$ cat src/rtl/seven_seg_scan_driver.sv
// seven_seg_scan_driver: multiplexed hex seven-segment scanner with leading-zero blanking
module seven_seg_scan_driver #(
  parameter int NUM_DIGITS = 4,
  parameter int PRESCALE   = 50000,
  parameter int LZ_BLANK   = 1
) (
  input  logic                    clk,
  input  logic                    reset,
  input  logic [4*NUM_DIGITS-1:0] value,
  input  logic [NUM_DIGITS-1:0]   dp_in,
  input  logic                    load,
  input  logic                    enable,
  output logic [6:0]              seg,
  output logic                    dp,
  output logic [NUM_DIGITS-1:0]   an
);
  localparam int PW = $clog2(PRESCALE);
  localparam int IW = NUM_DIGITS > 1 ? $clog2(NUM_DIGITS) : 1;
  localparam logic [6:0] GLYPH [16] = '{
    7'b0000001, 7'b1001111, 7'b0010010, 7'b0000110,
    7'b1001100, 7'b0100100, 7'b0100000, 7'b0001111,
    7'b0000000, 7'b0000100, 7'b0001000, 7'b1100000,
    7'b0110001, 7'b1000010, 7'b0110000, 7'b0111000
  };
  logic [4*NUM_DIGITS-1:0] shadow_q, shadow_d;
  logic [NUM_DIGITS-1:0]   shadow_dp_q, shadow_dp_d;
  logic [PW-1:0]           presc_q, presc_d;
  logic [IW-1:0]           idx_q, idx_d;
  logic [6:0]              seg_q, seg_d;
  logic                    dp_q, dp_d;
  logic [NUM_DIGITS-1:0]   an_q, an_d;
  logic                    wrap, blank;
  always_comb begin
    shadow_d    = load ? value : shadow_q;
    shadow_dp_d = load ? dp_in : shadow_dp_q;
    wrap        = presc_q == PW'(PRESCALE - 1);
    presc_d     = (!enable || wrap) ? '0 : presc_q + PW'(1);
    idx_d       = !enable ? '0 : !wrap ? idx_q : (idx_q == IW'(NUM_DIGITS - 1)) ? '0 : idx_q + IW'(1);
    // a digit is blank when it and every more-significant nibble are zero
    blank       = LZ_BLANK != 0 && idx_q != '0 && (shadow_q >> {idx_q, 2'b00}) == '0;
    seg_d       = (!enable || blank) ? '1 : GLYPH[shadow_q[{idx_q, 2'b00} +: 4]];
    dp_d        = !enable || !shadow_dp_q[idx_q];
    an_d        = enable ? ~(NUM_DIGITS'(1) << idx_q) : '1;
  end
  always_ff @(posedge clk) begin
    if (reset) begin
      shadow_q    <= '0;
      shadow_dp_q <= '0;
      presc_q     <= '0;
      idx_q       <= '0;
      seg_q       <= '1;
      dp_q        <= 1'b1;
      an_q        <= '1;
    end else begin
      shadow_q    <= shadow_d;
      shadow_dp_q <= shadow_dp_d;
      presc_q     <= presc_d;
      idx_q       <= idx_d;
      seg_q       <= seg_d;
      dp_q        <= dp_d;
      an_q        <= an_d;
    end
  end
  assign seg = seg_q;
  assign dp  = dp_q;
  assign an  = an_q;
endmodule
$ cat config.mk
export PLATFORM = sky130hd
export DESIGN_NAME = seven_seg_scan_driver
export DESIGN_NICKNAME = d
export VERILOG_FILES = /design/src/rtl/seven_seg_scan_driver.sv
export SDC_FILE = /design/constraint.sdc
export NUM_CORES = 1
export LEC_CHECK = 0
export CAP_MARGIN = 20
export CORE_MARGIN = 5
export CORE_UTILIZATION = 29
export DETAILED_ROUTE_END_ITERATION = 16
export GPL_TIMING_DRIVEN = 0
export PLACE_DENSITY_LB_ADDON = 0.3
export SYNTH_ARGS = -nofsm -noshare
export SYNTH_HDL_FRONTEND = slang
export SYNTH_SLANG_ARGS = --single-unit
$ cat constraint.sdc
create_clock -name clk -period 2.55 [get_ports clk]
set_input_delay 0.51 -clock clk [delete_from_list [all_inputs] [get_ports clk]]
set_output_delay 0.51 -clock clk [all_outputs]
set_load 0.01 [all_outputs]
==> flow_metrics.tcl, run 1 <==
set metrics [dict create \
    powerDensity_nw_per_um2 515.1 \
    synth_top_area_share_pct 43.60 \
    die_height_um 98.98 \
    avgRoutedWirePerCell_um 13.08 \
    setup_viol 0 \
    grt-ovfl-total 0 \
    p_clk_share_pct 32.4 \
    min_period_ns 2.332 \
    end_kind "flop" \
    synth_common_cells "50 x dfxtp_1, 38 x nor2_1, 21 x mux2i_1" \
    grt_usage_pct 10.39 \
    skew_ns 0.009037 \
    path_cells "buf_6 -> mux4_2 -> inv_2 -> ha_4 -> or4b_4 -> a21oi_4 -> a21oi_2 -> o2111ai_1" \
    async_flop_share_pct 0 \
    dieArea_um2 9796 \
    drt_iter0_drc 51 \
    synth.area.top_cells "dfxtp_1 44%, mux2i_1 9.2%, nor2_1 6.2%" \
    yosysWarnings 0 \
    synth_area_leader_cell "dfxtp_1" \
    cts_hold_buf 0 \
    dr.pass1.iters 4 \
    synth_cells 232 \
    synth_most_common_cell "dfxtp_1" \
    ys_seq_elements 50 \
    finalInstanceArea_um2 2918 \
    drc 0 \
    syn_area_um2 2296 \
    avgSynthCellArea_um2 9.896 \
    root_buffer "clkbuf_8" \
    switching_share_pct 24.57 \
    hp-class "reg2reg" \
    cts_buffers 5 \
    path_clk_slew_ns 0.10 \
    hold_viol 0 \
    maxCapViolCount 0 \
    rsz0062_at_grt "no" \
    drive_gt1_share_pct 13.04 \
    via_count 1797 \
    antenna_left 0 \
    maxClockFrequency_ghz 0.4289 \
    hpwl_mm 3.753 \
    pwr-share-comb_pct 12.5 \
    synthToLayoutAreaGrowth_pct 27.08 \
    ir_drop_uv 199.7 \
    fill_cells 799 \
    grt_pass1_vias 1648 \
    core_area_um2 7727 \
    clock_latency_ns 0.31 \
    start_util_pct 29.71 \
    synth.distinct_cells 41 \
    p_leak_nw 1.071 \
    max_stage_delay_ns 0.54 \
    fin_tns_setup_ns 0 \
    cts.path.max_buffers 2 \
    cp.required_ns 2.77 \
    relSlewSlack_pct 52.02 \
    htree_levels 2 \
    portBuffers 34 \
    synth_ff_type "dfxtp_1" \
    antenna_found_initial 0 \
    seqPwrFrac_pct 55.1 \
    cp_slowest_cell "mux4_2" \
    p_int_mw 1.134 \
    synth_seq_area_share_pct 43.60 \
    die_w_um 98.98 \
    cts_sinks 50 \
    gp_congestion 0.7611 \
    place_area_um2 2761 \
    fp-row-count 32 \
    vias_per_cell 4.754 \
    tightest_slew_ns 0.7198 \
    boundaryPins 36 \
    grt_max_degree 16 \
    cp.arrival_ns 2.55 \
    outcome "finished, final reports clean" \
    p_switching_uw 369.3 \
    cp_top_family "multiplexers" \
    worst_setup_path_start_kind "flop" \
    cp_num_buf_inv 2 \
    diodes 0 \
    wirelength_mm 4.943 \
    finalMaxSlewViolations 0 \
    final_nets 309 \
    syn-num-nets 266 \
    fin_hold_ws_ns 0.4736 \
    grt_pass1_wl_mm 8.217 \
    path_class "reg2reg" \
    worstPathMaxFanout 10 \
    min_period_over_period_pct 91.44 \
    cts_tree "yes" \
    synth_edf_count 0 \
]
==> cell type report <==
class / count / area [um^2] / share of cell area (%)
clock inverter: 2 / 12.51 / 0.4288
timing repair buffer: 36 / 355.3 / 12.18
sequential: 50 / 1002 / 34.35
inverter: 13 / 48.80 / 1.672
tap: 102 / 127.6 / 4.374
buffer: 8 / 47.55 / 1.630
multi-input combinational: 161 / 1241 / 42.54
clock buffer: 6 / 82.58 / 2.830
==> registers in the layout, summed over array words and instances, names as in the netlist <==
name and flops:
shadow_dp_q 4, idx_q 2, shadow_q 16, dp 1
presc_q 16, seg 7, an 4
==> repair_timing <==
action	in CTS	in global routing
buffers inserted	2	0
gates cloned	0	0
gates resized for setup	8	4
endpoints found under the setup margin	7	7
==> through the flow <==
stage          cells  power [mW]  util (%)  setup slack, ns
2_1_floorplan    232      0.9450         -          0.06010
3_3_place_gp     368       1.021     35.74          -0.2556
3_5_place_dp     368       1.025     35.74          -0.2955
4_1_cts          378       1.513     37.45          0.04184
5_1_grt          378       1.571     37.76           0.1493
6_report         378       1.503     37.76           0.2183
==> final timing paths <==
kind	cells past startpoint	end	from	slack, ns
max	8	seg[1]	idx_q[0]	0.22
min	1	presc_q[0]	presc_q[0]	0.47
max reg2reg	8	seg[1]	idx_q[0]	0.22
min reg2reg	1	presc_q[0]	presc_q[0]	0.47
==> layout by cell type (no fill, tap or decap), drive strengths merged, types with 2 or more instances in the layout <==
cell type,n
dfxtp,50
nor2,38
clkdlybuf4s50,34
mux2i,21
inv,13
nand3,12
clkbuf,11
nand2,10
xnor2,10
ha,10
a21oi,7
or4,7
mux4,6
o21ai,5
buf,5
or3,4
nand4,4
nor4,3
nor3,3
mux2,3
o22ai,2
xor2,2
==> cells by family (layout without fill, tap and decap cells) <==
| kind of cell | Yosys count | count (layout) | synth area share [%] |
|---|---|---|---|
| buffers and inverters | 21 | 65 | 4.142 |
| adders and majority gates | 10 | 10 | 5.450 |
| muxes | 30 | 30 | 17.17 |
| AOI/OAI and AO/OA | 20 | 20 | 5.504 |
| and+or+nand+nor | 89 | 89 | 19.57 |
| xor gates and xnor gates | 12 | 12 | 4.578 |
| DFF | 50 | 50 | 43.60 |
==> per-layer routing <==
metal  share of wire [%]  global-route usage [%]  vias to the layer above
li1                    -                       -                      903
met1                  50                   14.35                      834
met2                  42                   14.72                       52
met3                 6.2                   3.822                        8
met4                 1.2                   3.887                        0
met5                   0                       0                        -
==> power by group through the flow <==
stage               Sequential [mW]  Clock [mW]  Combinational, mW
CTS                           0.827       0.499              0.187
detailed placement            0.846           0              0.179
global placement              0.845           0              0.177
floorplan                     0.844           0              0.101
finish                        0.827       0.487              0.188
global route                  0.832       0.533              0.206
(Power assumes the default switching activity.)
==> run 2: changes to the inputs <==
--- a/config.mk
+++ b/config.mk
@@ -5,12 +5,14 @@
 export SDC_FILE = /design/constraint.sdc
 export NUM_CORES = 1
 export LEC_CHECK = 0
+export ABC_AREA = 1
 export CAP_MARGIN = 20
 export CORE_MARGIN = 5
 export CORE_UTILIZATION = 29
 export DETAILED_ROUTE_END_ITERATION = 16
 export GPL_TIMING_DRIVEN = 0
 export PLACE_DENSITY_LB_ADDON = 0.3
+export SETUP_SLACK_MARGIN = 0.4
 export SYNTH_ARGS = -nofsm -noshare
 export SYNTH_HDL_FRONTEND = slang
 export SYNTH_SLANG_ARGS = --single-unit
==> run 2 against run 1 <==
- flip-flop and latch count unchanged
- power increased by 0.39%
- clock skew decreased by 0.00092 ns
- clock-buffer cell count unchanged
- sequential share of layout area decreased by 2.0 points
- die area increased by 6.2%
- combinational power about the same
- final area increased by 6.3%
- non-clock buffer count increased by 9
- global-route usage increased by 0.62 points
==> flow_metrics.tcl, run 2 <==
set metrics [dict create \
    maxClockFrequency_ghz 0.5060 \
    syn-num-nets 378 \
    maxCapViolCount 0 \
    cts_tree "yes" \
    antenna_left 0 \
    path_depth 12 \
    avgSynthCellArea_um2 7.133 \
    synth.distinct_cells 32 \
    drt_iter0_drc 57 \
    diodes 0 \
    dieArea_um2 10400 \
    grt-ovfl-total 0 \
    r2r-start "idx_q[0]" \
    portBuffers 35 \
    core_area_um2 8217 \
    path_clk_slew_ns 0.10 \
    clock_latency_ns 0.31 \
    cts_sinks 50 \
    boundaryPins 36 \
    drive_gt1_share_pct 11.17 \
    synth_cells 344 \
    synth_seq_area_share_pct 40.80 \
    ff2ff_path_depth 12 \
    synth_top_area_share_pct 40.80 \
    layout_commonest_cell "nand2_1" \
    min_period_over_period_pct 77.50 \
    grt_max_degree 17 \
    worstPathMaxFanout 10 \
    crit_path_start "idx_q[0]" \
    path_cells "buf_6 -> clkbuf_4 -> o21ai_0 -> nand2_1 -> ha_1 -> inv_1 -> nor2_2 -> nand3_1 -> nor3_2 -> a21oi_2 -> buf_4 -> nand2_1" \
    grt_pass1_wl_mm 9.411 \
    vias_per_cell 4.495 \
    fp-row-count 33 \
    via_count 2243 \
    relSlewSlack_pct 67.99 \
    endpoint "seg[0]" \
    outcome "finished, final reports clean" \
    gp_congestion 0.8270 \
    die_height_um 102.0 \
    max_stage_delay_ns 0.35 \
    wirelength_mm 5.524 \
    worst_setup_path_start_kind "flop" \
    antenna_found_initial 0 \
    root_buffer "clkbuf_8" \
    cp_common_cell "nand2_1" \
    hpwl_mm 4.198 \
    end_kind "flop" \
    cp_num_buf_inv 4 \
    finalMaxSlewViolations 0 \
    hp-class "reg2reg" \
    syn_area_um2 2454 \
    final_nets 427 \
    synth_edf_count 0 \
    p_leak_nw 1.289 \
    rsz0062_at_grt "no" \
    fin_tns_setup_ns 0 \
    reg2reg_setup_slack_ns 0.57 \
    drc 0 \
    skew_ns 0.008114 \
    avgRoutedWirePerCell_um 11.07 \
    grt_pass1_vias 2114 \
    ir_drop_uv 207.6 \
    die_w_um 102.0 \
    dr.pass1.iters 5 \
    synthToLayoutAreaGrowth_pct 26.36 \
    cp.required_ns 2.76 \
    dp.cells 484 \
    worstReg2RegEnd "seg[0]" \
    path_class "reg2reg" \
    synth_area_leader_cell "dfxtp_1" \
    layout_common_cells "110 x nand2_1, 49 x dfxtp_1, 40 x nor2_1" \
    powerDensity_nw_per_um2 486.7 \
    ys_seq_elements 50 \
    tightest_slew_ns 0.4802 \
    cp_top_family "buffers and inverters" \
    yosysWarnings 0 \
    cts_hold_buf 0 \
    final_cells 499 \
    async_flop_share_pct 0 \
    synth_ff_type "dfxtp_1" \
    hold_viol 0 \
    synth_most_common_cell "nand2_1" \
    cts.path.max_buffers 2 \
    cts_buffers 5 \
    setup_viol 0 \
    synth.area.top_cells "dfxtp_1 41%, nand2_1 17%, nor2_1 6.3%" \
    cp_slowest_cell "dfxtp_2" \
    start_util_pct 29.86 \
    grt_usage_pct 11.02 \
    min_period_ns 1.976 \
    cp.arrival_ns 2.18 \
    synth_common_cells "111 x nand2_1, 50 x dfxtp_1, 41 x nor2_1" \
    htree_levels 2 \
]
run 2: how the worst min path moves through the flow:
stage	slack, ns	from	cells after the start	endpoint
5_1_grt	0.48	presc_q[0]	1	presc_q[0]
3_3_place_gp	0.43	presc_q[0]	1	presc_q[0]
4_1_cts	0.46	presc_q[0]	1	presc_q[0]
2_1_floorplan	0.42	presc_q[0]	1	presc_q[0]
3_5_place_dp	0.44	presc_q[0]	1	presc_q[0]
6_report	0.45	presc_q[0]	1	presc_q[0]
run 2: area by class of cell:
class / instances / area, um^2
repair buffers: 42 / 402.9
well taps: 105 / 131.4
multi-input cells: 253 / 1276
inverters: 30 / 117.6
plain buffers: 11 / 71.32
fillers: 881 / 5116
clock inverters: 2 / 16.27
flip-flops and latches: 50 / 1002
clock buffers: 6 / 82.58
run 2: cell families (layout without fill, tap and decap cells):
| family | count (synthesis) | in the layout | synth area share, % |
|---|---|---|---|
| AND/OR/NAND/NOR | 197 | 197 | 34.57 |
| flip-flops | 50 | 50 | 40.80 |
| buffers and inverters | 41 | 91 | 7.598 |
| AO/OA/AOI/OAI | 39 | 39 | 9.434 |
| adder cells (fa/ha/maj) | 10 | 10 | 5.099 |
| XOR/XNOR | 7 | 7 | 2.499 |
run 2: per-layer routing:
metal	vias up	part of all wire, %	track usage [%]
met5	-	0	0
met4	0	0.94	2.725
met3	5	5.6	3.140
met2	50	44	17.54
met1	998	49	14.75
li1	1190	-	-
run 2: report_power, final:
part	switching, mW	total (mW)	leakage (nW)	internal [mW]
clock	0.273	0.497	0.0478	0.224
sequential	0.0148	0.824	0.410	0.809
combinational	0.0960	0.188	0.831	0.0919
total	0.384	1.51	1.29	1.12
run 2: what timing repair did:
item | CTS | global route
buffers inserted | 2 | 5
pin swaps | 1 | 3
gates resized for setup | 1 | 5
setup endpoints to repair | 7 | 7
endpoints found under the hold margin | 0 | 0
run 2: worst register-to-register path: cells and delay by family, from the launching register on:
family | cells | cell delay (ns)
and+or+nand+nor | 5 | 0.36
buffers and inverters | 4 | 0.54
adders and majority gates | 1 | 0.24
AOI/OAI and AO/OA | 2 | 0.38
DFF | 1 | 0.35
run 2: metrics by stage:
| step | setup WS, ns | total power [mW] | area (um^2) | util (%) | hold slack, ns |
|---|---|---|---|---|---|
| 3_3_place_gp | 0.3219 | 1.021 | 2935 | 35.72 | 0.4313 |
| 6_report | 0.5738 | 1.509 | 3100 | 37.73 | 0.4532 |
| 2_1_floorplan | 0.7284 | 0.9425 | 2454 | - | 0.4175 |
| 5_1_grt | 0.3942 | 1.589 | 3100 | 37.73 | 0.4781 |
| 4_1_cts | 0.4269 | 1.529 | 3050 | 37.13 | 0.4613 |
| 3_5_place_dp | 0.3102 | 1.023 | 2935 | 35.72 | 0.4407 |
==> run 3: changes to the inputs <==
==> constraint.sdc (replaced) <==
create_clock -name clk -period 1.83 [get_ports clk]
set_input_delay 0.366 -clock clk [delete_from_list [all_inputs] [get_ports clk]]
set_output_delay 0.366 -clock clk [all_outputs]
set_load 0.01 [all_outputs]
==> run 3 against run 2 <==
- first-iteration DRC count up 120%
- combinational power up 53%
- largest power group unchanged
- clock-buffer cell count down 1
- critical endpoint unchanged
- core utilization up 3.8 points
- die area unchanged
- maximum frequency up 15%
==> flow_metrics.tcl, run 3 (synthesis gave the netlist of run 2 again) <==
set metrics [dict create \
    cp_common_cell "nand2_2" \
    grt_pass1_wl_mm 10.10 \
    fp-row-count 33 \
    tightest_slew_ns 0.4778 \
    outcome "finished, final reports clean" \
    final_cells 519 \
    dp_slack_ns -0.2437 \
    vias_per_cell 4.518 \
    maxClockFrequency_ghz 0.5806 \
    total_power_mw 2.066 \
    cts_hold_buf 0 \
    cts.path.max_buffers 2 \
    drt_iter0_drc 124 \
    final_nets 448 \
    hp-class "reg2reg" \
    end_kind "flop" \
    skew_ns 0.01054 \
    die_w_um 102.0 \
    antenna_found_initial 0 \
    portBuffers 35 \
    grt_max_degree 16 \
    avgRoutedWirePerCell_um 11.20 \
    finalMaxSlewViolations 0 \
    rsz0062_at_grt "yes" \
    cp.arrival_ns 1.91 \
    multi_input_area_um2 1431 \
    cp.required_ns 2.02 \
    grt_pass1_vias 2258 \
    ir_drop_uv 285.2 \
    worst_setup_path_start_kind "flop" \
    antenna_left 0 \
    cp_slowest_cell "dfxtp_2" \
    min_period_over_period_pct 94.12 \
    wirelength_mm 5.813 \
    dp.cells 484 \
    maxCapViolCount 0 \
    fin_hold_ws_ns 0.4651 \
    cts_sinks 50 \
    relSlewSlack_pct 68.15 \
    start_util_pct 29.86 \
    hpwl_mm 4.078 \
    gp_congestion 0.8073 \
    root_buffer "clkbuf_8" \
    boundaryPins 36 \
    grt-ovfl-total 0 \
    powerDensity_nw_per_um2 605.0 \
    diodes 0 \
    drc 0 \
    layout_commonest_cell "nand2_1" \
    seqCellArea_um2 1008 \
    hold_viol 0 \
    max_stage_delay_ns 0.34 \
    cts_tree "yes" \
    die_height_um 102.0 \
    synthToLayoutAreaGrowth_pct 39.21 \
    grt_usage_pct 11.89 \
    path_clk_slew_ns 0.10 \
    dieArea_um2 10400 \
    cts_buffers 5 \
    setup_ws_ns 0.1077 \
    cp_top_family "simple AND/OR/NAND/NOR gates" \
    cp_num_buf_inv 5 \
    fill_cells 847 \
    dr.pass1.iters 4 \
    p_leak_nw 1.453 \
    worstPathMaxFanout 7 \
    drive_gt1_share_pct 22.71 \
    core_area_um2 8217 \
    clock_latency_ns 0.30 \
    path_class "reg2reg" \
    layout_common_cells "102 x nand2_1, 44 x dfxtp_1, 40 x nor2_1" \
    htree_levels 2 \
    path_cells "buf_6 -> inv_4 -> buf_8 -> nand2_2 -> nand2_2 -> nand2_2 -> nand2_2 -> inv_2 -> ha_4 -> inv_2 -> nor2_2 -> nand3_1 -> nor3_2 -> a21oi_4 -> nand2_1" \
    via_count 2345 \
    min_period_ns 1.722 \
    setup_viol 0 \
    fin_tns_setup_ns 0 \
]
run 3: tightest hold or removal path, cell delays in order (launching register included):
cell and delay, ns:
dfxtp_1 0.32, nand2_1 0.06, a21oi_1 0.05
run 3: through the flow:
step / cell area, um^2 / utilization, %
finish: 3416 / 41.57
global route: 3416 / 41.57
CTS: 3259 / 39.67
detailed placement: 2959 / 36.01
global placement: 2959 / 36.01
floorplan: 2477 / -
run 3: layout make-up:
class,count,share of cell area [%]
clock inverter,2,0.4396
buffer,11,2.564
multi-input combinational,254,41.90
sequential,50,29.52
timing repair buffer,62,16.08
inverter,30,3.626
clock buffer,5,2.015
tap,105,3.846
run 3: what timing repair did:
action / 4_1_cts / 5_1_grt
pin swaps: 9 / 15
cloned: 1 / 1
setup endpoints to repair: 48 / 34
gates resized for setup: 37 / 28
setup buffers: 18 / 8
run 3: worst paths after layout:
kind / from / to / slack [ns] / depth (start not counted)
setup / recovery: idx_q[0] / seg[0] / 0.11 / 15
hold reg to reg: shadow_dp_q[2] / shadow_dp_q[2] / 0.47 / 2
hold / removal: shadow_dp_q[2] / shadow_dp_q[2] / 0.47 / 2
setup reg to reg: idx_q[0] / seg[0] / 0.11 / 15
run 3: per-layer routing:
metal | global-route usage (%) | vias to the layer above | share of wire, %
met3 | 3.072 | 9 | 5.0
met2 | 19.14 | 48 | 46
met4 | 3.431 | 0 | 1.7
met1 | 15.74 | 1050 | 47
li1 | - | 1238 | -
met5 | 0 | - | 0
run 3: power by group:
| part | internal (mW) | switching, mW |
|---|---|---|
| combinational | 0.141 | 0.146 |
| sequential | 1.13 | 0.0211 |
| clock | 0.262 | 0.370 |
| total | 1.53 | 0.536 |
